## config.mk

```make
export PLATFORM = sky130hd
export DESIGN_NAME = mips_fetch_unit_flat
export DESIGN_NICKNAME = d
export VERILOG_FILES = /design/src/rtl/mips_pkg.sv /design/src/rtl/mips_fetch_unit_if.sv /design/src/rtl/fetch_fifo.sv /design/src/rtl/mips_fetch_unit.sv /design/src/flat_wrapper.sv
export SDC_FILE = /design/constraint.sdc
export NUM_CORES = 1
export LEC_CHECK = 0
export ABC_AREA = 0
export CORE_MARGIN = 8
export CORE_UTILIZATION = 52
export CTS_CLUSTER_SIZE = 10
export DETAILED_ROUTE_END_ITERATION = 8
export PLACE_DENSITY = 0.88
export SETUP_SLACK_MARGIN = 0.2
export SLEW_MARGIN = 0
export SYNTH_ARGS = -nofsm -noshare
export SYNTH_HDL_FRONTEND = slang
export SYNTH_SLANG_ARGS = --single-unit
export TNS_END_PERCENT = 50
```

## constraint.sdc

```tcl
create_clock -name clk -period 3.65 [get_ports clk]
set_clock_uncertainty 0.1 [all_clocks]
set_input_delay 0.365 -clock clk [delete_from_list [all_inputs] [get_ports clk]]
set_output_delay 0.365 -clock clk [all_outputs]
set_load 0.03 [all_outputs]
```

## src/rtl/mips_pkg.sv

```systemverilog
// rtl/mips_pkg.sv - shared MIPS32 front-end types and constants
package mips_pkg;

    localparam int          INST_W   = 32;
    localparam logic [31:0] NOP_INST = 32'h0000_0000;
    localparam logic [31:0] PC_INC   = 32'd4;

    // One prefetch-queue slot: the instruction word tagged with its fetch PC
    typedef struct packed {
        logic [31:0]       pc;
        logic [INST_W-1:0] inst;
    } fetch_entry_t;

endpackage

```

## src/rtl/mips_fetch_unit_if.sv

```systemverilog
// rtl/mips_fetch_unit_if.sv - fetch unit memory, redirect and decode handshake bundle
interface mips_fetch_unit_if #(
    parameter int ADDR_W = 14
);
    logic              imem_req_valid;
    logic [ADDR_W-1:0] imem_req_addr;
    logic              imem_req_ready;
    logic              imem_rsp_valid;
    logic [31:0]       imem_rsp_data;
    logic              redirect;
    logic [31:0]       redirect_pc;
    logic              inst_valid;
    logic [31:0]       inst;
    logic [31:0]       inst_pc;
    logic              inst_ready;

    // Fetch unit side
    modport master (
        output imem_req_valid, imem_req_addr,
        input  imem_req_ready, imem_rsp_valid, imem_rsp_data,
        input  redirect, redirect_pc,
        output inst_valid, inst, inst_pc,
        input  inst_ready
    );

    // Memory / branch unit / decode side
    modport slave (
        input  imem_req_valid, imem_req_addr,
        output imem_req_ready, imem_rsp_valid, imem_rsp_data,
        output redirect, redirect_pc,
        input  inst_valid, inst, inst_pc,
        output inst_ready
    );
endinterface

```

## src/rtl/fetch_fifo.sv

```systemverilog
// rtl/fetch_fifo.sv - parametrised synchronous FIFO with flush
module fetch_fifo #(
    parameter int WIDTH = 32,
    parameter int DEPTH = 4
) (
    input  logic                   clk,
    input  logic                   rst,
    input  logic                   flush,
    input  logic                   push,
    input  logic [WIDTH-1:0]       wdata,
    input  logic                   pop,
    output logic [WIDTH-1:0]       rdata,
    output logic                   empty,
    output logic                   full,
    output logic [$clog2(DEPTH):0] count
);
    localparam int PTR_W = $clog2(DEPTH);
    localparam int CNT_W = PTR_W + 1;

    logic [WIDTH-1:0] mem [DEPTH];
    logic [PTR_W-1:0] rd_ptr;
    logic [PTR_W-1:0] wr_ptr;
    logic             do_push;
    logic             do_pop;

    assign empty = (count == '0);
    assign full  = (count == CNT_W'(DEPTH));
    // A push into a full FIFO is only legal when the head leaves in the same cycle
    assign do_push = push && (!full || pop);
    assign do_pop  = pop && !empty;
    // Empty FIFO reads as zero so the head is well defined straight out of reset
    assign rdata   = empty ? '0 : mem[rd_ptr];

    // Pointer and occupancy tracking; flush discards everything held
    always_ff @(posedge clk or posedge rst) begin
        if (rst) begin
            rd_ptr <= '0;
            wr_ptr <= '0;
            count  <= '0;
        end else if (flush) begin
            rd_ptr <= '0;
            wr_ptr <= '0;
            count  <= '0;
        end else begin
            if (do_push) wr_ptr <= wr_ptr + 1'b1;
            if (do_pop)  rd_ptr <= rd_ptr + 1'b1;
            count <= count + {{PTR_W{1'b0}}, do_push} - {{PTR_W{1'b0}}, do_pop};
        end
    end

    // Storage write; contents need no reset because count gates visibility
    always_ff @(posedge clk) begin
        if (do_push && !flush) mem[wr_ptr] <= wdata;
    end
endmodule

```

## src/rtl/mips_fetch_unit.sv

```systemverilog
// rtl/mips_fetch_unit.sv - decoupled MIPS32 fetch stage; optional FETCH_PERF_EN perf counters
module mips_fetch_unit
    import mips_pkg::*;
#(
    parameter int          ADDR_W   = 14,
    parameter int          DEPTH    = 4,
    parameter logic [31:0] RESET_PC = 32'h0000_0000
) (
    input  logic                clk,
    input  logic                rst,
    mips_fetch_unit_if.master   bus
`ifdef FETCH_PERF_EN
    ,
    output logic [31:0]         stall_cnt,
    output logic [31:0]         flush_cnt
`endif
);
    localparam int CNT_W = $clog2(DEPTH) + 1;

    logic [31:0]      fetch_pc;
    logic [CNT_W-1:0] inflight;
    logic [CNT_W-1:0] drop;
    logic [CNT_W-1:0] q_count;
    logic [CNT_W-1:0] tag_count;
    logic             q_empty;
    logic             q_full;
    logic             tag_empty;
    logic             tag_full;
    logic [31:0]      tag_pc;
    logic             credit;
    logic             req_fire;
    logic             rsp;
    logic             keep_rsp;
    logic             deq;
    fetch_entry_t     q_wdata;
    fetch_entry_t     head;
    logic             unused_ok;

    // Queued plus in-flight words never exceed DEPTH, so the queue cannot overflow
    assign credit   = ({1'b0, q_count} + {1'b0, inflight}) < (CNT_W + 1)'(DEPTH);
    assign bus.imem_req_valid = !rst && !bus.redirect && credit;
    assign bus.imem_req_addr  = fetch_pc[ADDR_W-1:0];
    assign req_fire = bus.imem_req_valid && bus.imem_req_ready;

    assign rsp      = bus.imem_rsp_valid;
    assign keep_rsp = rsp && !bus.redirect && (drop == '0);
    assign q_wdata  = '{pc: tag_pc, inst: bus.imem_rsp_data};

    assign bus.inst_valid = !bus.redirect && !q_empty;
    assign bus.inst       = head.inst;
    assign bus.inst_pc    = head.pc;
    assign deq            = bus.inst_valid && bus.inst_ready;

    // Tags are never flushed: stale responses still arrive and must pop theirs
    fetch_fifo #(.WIDTH(32), .DEPTH(DEPTH)) u_tag_fifo (
        .clk   (clk),
        .rst   (rst),
        .flush (1'b0),
        .push  (req_fire),
        .wdata (fetch_pc),
        .pop   (rsp),
        .rdata (tag_pc),
        .empty (tag_empty),
        .full  (tag_full),
        .count (tag_count)
    );

    fetch_fifo #(.WIDTH($bits(fetch_entry_t)), .DEPTH(DEPTH)) u_prefetch_q (
        .clk   (clk),
        .rst   (rst),
        .flush (bus.redirect),
        .push  (keep_rsp),
        .wdata (q_wdata),
        .pop   (deq),
        .rdata (head),
        .empty (q_empty),
        .full  (q_full),
        .count (q_count)
    );

    // Fetch PC, in-flight and drop bookkeeping; a redirect re-derives drop from inflight
    always_ff @(posedge clk or posedge rst) begin
        if (rst) begin
            fetch_pc <= RESET_PC;
            inflight <= '0;
            drop     <= '0;
        end else begin
            inflight <= inflight + {{(CNT_W-1){1'b0}}, req_fire} - {{(CNT_W-1){1'b0}}, rsp};
            if (bus.redirect) begin
                fetch_pc <= {bus.redirect_pc[31:2], 2'b00};
                drop     <= inflight - {{(CNT_W-1){1'b0}}, rsp};
            end else begin
                if (req_fire)
                    fetch_pc <= fetch_pc + PC_INC;
                if (rsp && drop != '0)
                    drop <= drop - 1'b1;
            end
        end
    end

`ifdef FETCH_PERF_EN
    // Decode starvation (saturating) and redirect counts
    always_ff @(posedge clk or posedge rst) begin
        if (rst) begin
            stall_cnt <= '0;
            flush_cnt <= '0;
        end else begin
            if (bus.inst_ready && !bus.inst_valid && !bus.redirect && stall_cnt != '1)
                stall_cnt <= stall_cnt + 32'd1;
            if (bus.redirect)
                flush_cnt <= flush_cnt + 32'd1;
        end
    end
`endif

    assign unused_ok = &{1'b0, tag_empty, tag_full, tag_count, q_full, bus.redirect_pc[1:0]};
endmodule

```

## src/flat_wrapper.sv

```systemverilog
// flat-port wrapper written by rule: the top's interface ports become plain ports
module mips_fetch_unit_flat import mips_pkg::*;
#(
    parameter int          ADDR_W   = 14,
    parameter int          DEPTH    = 4,
    parameter logic [31:0] RESET_PC = 32'h0000_0000
)
  (clk, rst, bus_imem_req_valid, bus_imem_req_addr, bus_imem_req_ready, bus_imem_rsp_valid, bus_imem_rsp_data, bus_redirect, bus_redirect_pc, bus_inst_valid, bus_inst, bus_inst_pc, bus_inst_ready);
  mips_fetch_unit_if #(.ADDR_W(ADDR_W)) bus_i ();
  input  logic clk;
  input  logic rst;
  output wire logic [$bits(bus_i.imem_req_valid)-1:0] bus_imem_req_valid;
  output wire logic [$bits(bus_i.imem_req_addr)-1:0] bus_imem_req_addr;
  input wire logic [$bits(bus_i.imem_req_ready)-1:0] bus_imem_req_ready;
  input wire logic [$bits(bus_i.imem_rsp_valid)-1:0] bus_imem_rsp_valid;
  input wire logic [$bits(bus_i.imem_rsp_data)-1:0] bus_imem_rsp_data;
  input wire logic [$bits(bus_i.redirect)-1:0] bus_redirect;
  input wire logic [$bits(bus_i.redirect_pc)-1:0] bus_redirect_pc;
  output wire logic [$bits(bus_i.inst_valid)-1:0] bus_inst_valid;
  output wire logic [$bits(bus_i.inst)-1:0] bus_inst;
  output wire logic [$bits(bus_i.inst_pc)-1:0] bus_inst_pc;
  input wire logic [$bits(bus_i.inst_ready)-1:0] bus_inst_ready;
  assign bus_imem_req_valid = bus_i.imem_req_valid;
  assign bus_imem_req_addr = bus_i.imem_req_addr;
  assign bus_i.imem_req_ready = bus_imem_req_ready;
  assign bus_i.imem_rsp_valid = bus_imem_rsp_valid;
  assign bus_i.imem_rsp_data = bus_imem_rsp_data;
  assign bus_i.redirect = bus_redirect;
  assign bus_i.redirect_pc = bus_redirect_pc;
  assign bus_inst_valid = bus_i.inst_valid;
  assign bus_inst = bus_i.inst;
  assign bus_inst_pc = bus_i.inst_pc;
  assign bus_i.inst_ready = bus_inst_ready;
  mips_fetch_unit #(.ADDR_W(ADDR_W), .DEPTH(DEPTH), .RESET_PC(RESET_PC)) u_core (.clk(clk), .rst(rst), .bus(bus_i));
endmodule
```

==> flow_summary.yaml <==
yosys:
  synthCells: 949
  ys_types: 48
  synth_seq_area_share_pct: 72.2
  ys.warnings.count: 0
  synth_seq_cells: 422
  synth_area_leaders: "edfxtp_1 65%, mux4_2 12%, dfrtp_1 7.3%"
  synth_ff_type: "edfxtp_1"
  yosysTopAreaCell: "edfxtp_1"
  synth_area_um2: 17200
  synthArstFlopShare_pct: 11.8
  synth_edf_count: 372
  syn_area_per_cell_um2: 18.1
  yosys.area.top_type_share_pct: 64.9
finish:
  drive_above_1_share_pct: 16.3
  antenna_cells: 0
  nets: 1204
  fin_area_um2: 20600
  areaGrowthSynthToFinish_pct: 19.5
detailed_routing:
  wire_per_inst_um: 22.0
  avgViaCountPerCell: 5.83
  drtIter0Drc: 571
  vias: 9187
  routed_wl_mm: 34.6
  final_antenna_net_count: 0
  drt_pass1_iterations: 4
  drc: 0
timing:
  min_period_ps: 3290
  slew_headroom_pct: 23.1
  max_freq_ghz: 0.304
  final-setup-viol-count: 0
  finalCritPeriodShare_pct: 90.2
  worst_slew_pin_slew_ps: 1150
  hold_viol_final: 0
  maxSlewViolCount: 0
  rsz0062_at_grt: "false"
  finalSetupTns_ps: 0
critical_path:
  worst_ep_arrival_time_ps: 2830
  path_cells: "buf_4 -> mux4_2 -> and2_1 -> clkdlybuf4s50_1"
  cpPeakStageDelay_ps: 800
  critPathLaunchType: "register"
  path_max_fanout: 24
  critical_path_class: "register to primary output"
  cp.required_ps: 3180
  slowest_stage: "dfrtp_2"
  endpoint_kind: "primary output"
grt:
  antenna_found_initial: 0
  grt_use_total_pct: 17.7
  grt_max_degree: 66
  overflow: 0
  grt_pass1_wl_mm: 54.1
  grt_pass1_vias: 9686
clock_network:
  cts_tree: "done"
  clock_latency_ps: 540
  cts_hold_buf: 0
  ctsResizeCount: 0
  clock_path_buffers: 3
  clkSinkCount: 422
  cts_buffers: 48
  post_cts_buffers: 0
  htreeDepth: 2
  clk_pin_slew_worst_paths_ps: 60
  cts_root_buf: "clkbuf_16"
pwr:
  p_leak_nw: 6.84
  peakVddDrop_uv: 398
  power_density_nw_per_um2: 710
floorplan:
  pin_count: 150
  initial_utilization_pct: 52.9
  die_area_um2: 39200
  rows: 66
  design.core.area_um2: 32500
  fp.dieH_um: 198
  die_x_um: 198
flow_run:
  cap_violations: 0
place:
  place_congestion: 0.803
  place_area_um2: 19200
  port_buffers: 145
  hpwl_mm: 20.8
hold_path:
  hp-class: "input port to register"
status:
  status: "finished, final reports clean"
-- path summary, 6_finish.rpt --
kind                                          startpoint                            end  slack [ps]  cells after the start
setup / recovery           u_core.u_prefetch_q.rd_ptr[1]                   bus_inst[10]         360                      4
setup reg to reg            u_core.u_prefetch_q.count[1]            u_core.fetch_pc[11]         530                      8
max in group asynchronous                            rst  u_core.u_prefetch_q.rd_ptr[0]        2330                      2
hold / removal                        bus_redirect_pc[3]             u_core.fetch_pc[3]         290                      3
min in group asynchronous                            rst             u_core.inflight[0]         350                      2
hold reg to reg              u_core.u_tag_fifo.rd_ptr[1]    u_core.u_tag_fifo.rd_ptr[1]         370                      1
-- cell usage in the layout (no fill, tap or decap), types with 4 or more instances in the layout --
master	count
and2_2	5
a41oi_1	4
nor2b_1	32
and3_1	5
mux4_2	93
mux2i_1	5
o311ai_0	9
nand4_1	6
buf_4	15
nand2_1	47
dfrtp_1	47
clkbuf_1	21
o21ai_0	22
xor2_1	7
buf_12	8
and2_1	70
ha_1	21
xnor2_1	7
or4_1	5
a21oi_1	5
clkdlybuf4s50_1	145
nand3_1	24
inv_1	23
nor3_1	4
o211ai_1	10
conb_1	6
edfxtp_1	372
a32oi_1	4
clkbuf_16	49
nor2_1	24
-- report_power, final --
part | switching [mW] | internal, mW | leakage (nW) | total [mW]
Sequential | 0.361 | 5.88 | 3.97 | 6.24
Clock | 1.70 | 2.46 | 0.646 | 4.16
Combinational | 2.27 | 1.92 | 2.23 | 4.19
Total | 4.33 | 10.3 | 6.84 | 14.6
-- routing by layer --
metal | GRT usage, % | routed length [um] | part of all wire [%] | up-vias
met5 | 0 | 0 | 0 | -
met3 | 3.12 | 2320 | 6.7 | 45
met1 | 24.0 | 14300 | 41 | 4733
met2 | 29.8 | 17500 | 50 | 397
met4 | 4.18 | 535 | 1.5 | 0
li1 | - | - | - | 4012
-- state kept, by name, indices dropped and copies added, names as in the netlist --
signal and flops:
u_core.drop 3, u_core.fetch_pc 30, u_core.inflight 3, u_core.u_prefetch_q.count 3, u_core.u_prefetch_q.mem 252, u_core.u_prefetch_q.rd_ptr 2
u_core.u_prefetch_q.wr_ptr 2, u_core.u_tag_fifo.count 3, u_core.u_tag_fifo.mem 120, u_core.u_tag_fifo.rd_ptr 2, u_core.u_tag_fifo.wr_ptr 2
-- critical path: cells and delay by family (launching register included) --
| kind | cells | cell delay, ps |
|---|---|---|
| mux | 1 | 330 |
| flops | 1 | 800 |
| buf+inv | 2 | 940 |
| simple gates | 1 | 180 |
-- kinds of logic (layout without fill, tap and decap cells) --
family | count (synthesis) | after routing | share of synthesized area (%)
AO/OA/AOI/OAI | 63 | 63 | 2.49
XOR/XNOR | 14 | 14 | 0.712
adder cells (fa/ha/maj) | 24 | 24 | 1.88
buffers and inverters | 86 | 266 | 2.29
flip-flops | 422 | 422 | 72.2
multiplexers | 98 | 98 | 12.5
other | 1 | 6 | 0.0218
AND/OR/NAND/NOR | 241 | 241 | 7.97
-- through the flow --
stage	hold WS [ps]	power, mW	worst slack (ps)	cells	util [%]
after floorplan	364	9.04	128	954	-
after global placement	361	10.4	611	1502	59.1
after detailed placement	371	10.6	528	1502	59.1
after CTS	279	14.8	292	1576	63.2
after global routing	307	15.2	256	1576	63.2
final	290	14.6	358	1576	63.2
-- synthesized netlist by cell type, drive strengths merged, types with 2 or more instances --
| library cell | instances |
|---|---|
| edfxtp | 372 |
| mux4 | 93 |
| and2 | 75 |
| dfrtp | 50 |
| nand2 | 47 |
| buf | 33 |
| nor2b | 32 |
| clkbuf | 29 |
| nand3 | 25 |
| inv | 24 |
| nor2 | 24 |
| o21ai | 22 |
| ha | 21 |
| o211ai | 10 |
| o311ai | 9 |
| nand4 | 8 |
| xnor2 | 7 |
| xor2 | 7 |
| a21oi | 5 |
| and3 | 5 |
| mux2i | 5 |
| nor3 | 5 |
| or4 | 5 |
| a32oi | 4 |
| a41oi | 4 |
| or3 | 4 |
| a31oi | 3 |
| and4 | 3 |
| fa | 3 |
| nor4b | 3 |
| a221o | 2 |
| nor4 | 2 |
| or4b | 2 |
-- area by class of cell --
class | instances | area [um2]
repair buffers | 168 | 1720
clock inverters | 3 | 21.3
inverters | 24 | 90.1
clock buffers | 71 | 1320
fillers | 2201 | 12000
multi-input cells | 446 | 4430
well taps | 442 | 553
flip-flops and latches | 422 | 12400
Power figures use the tool's default switching activity.
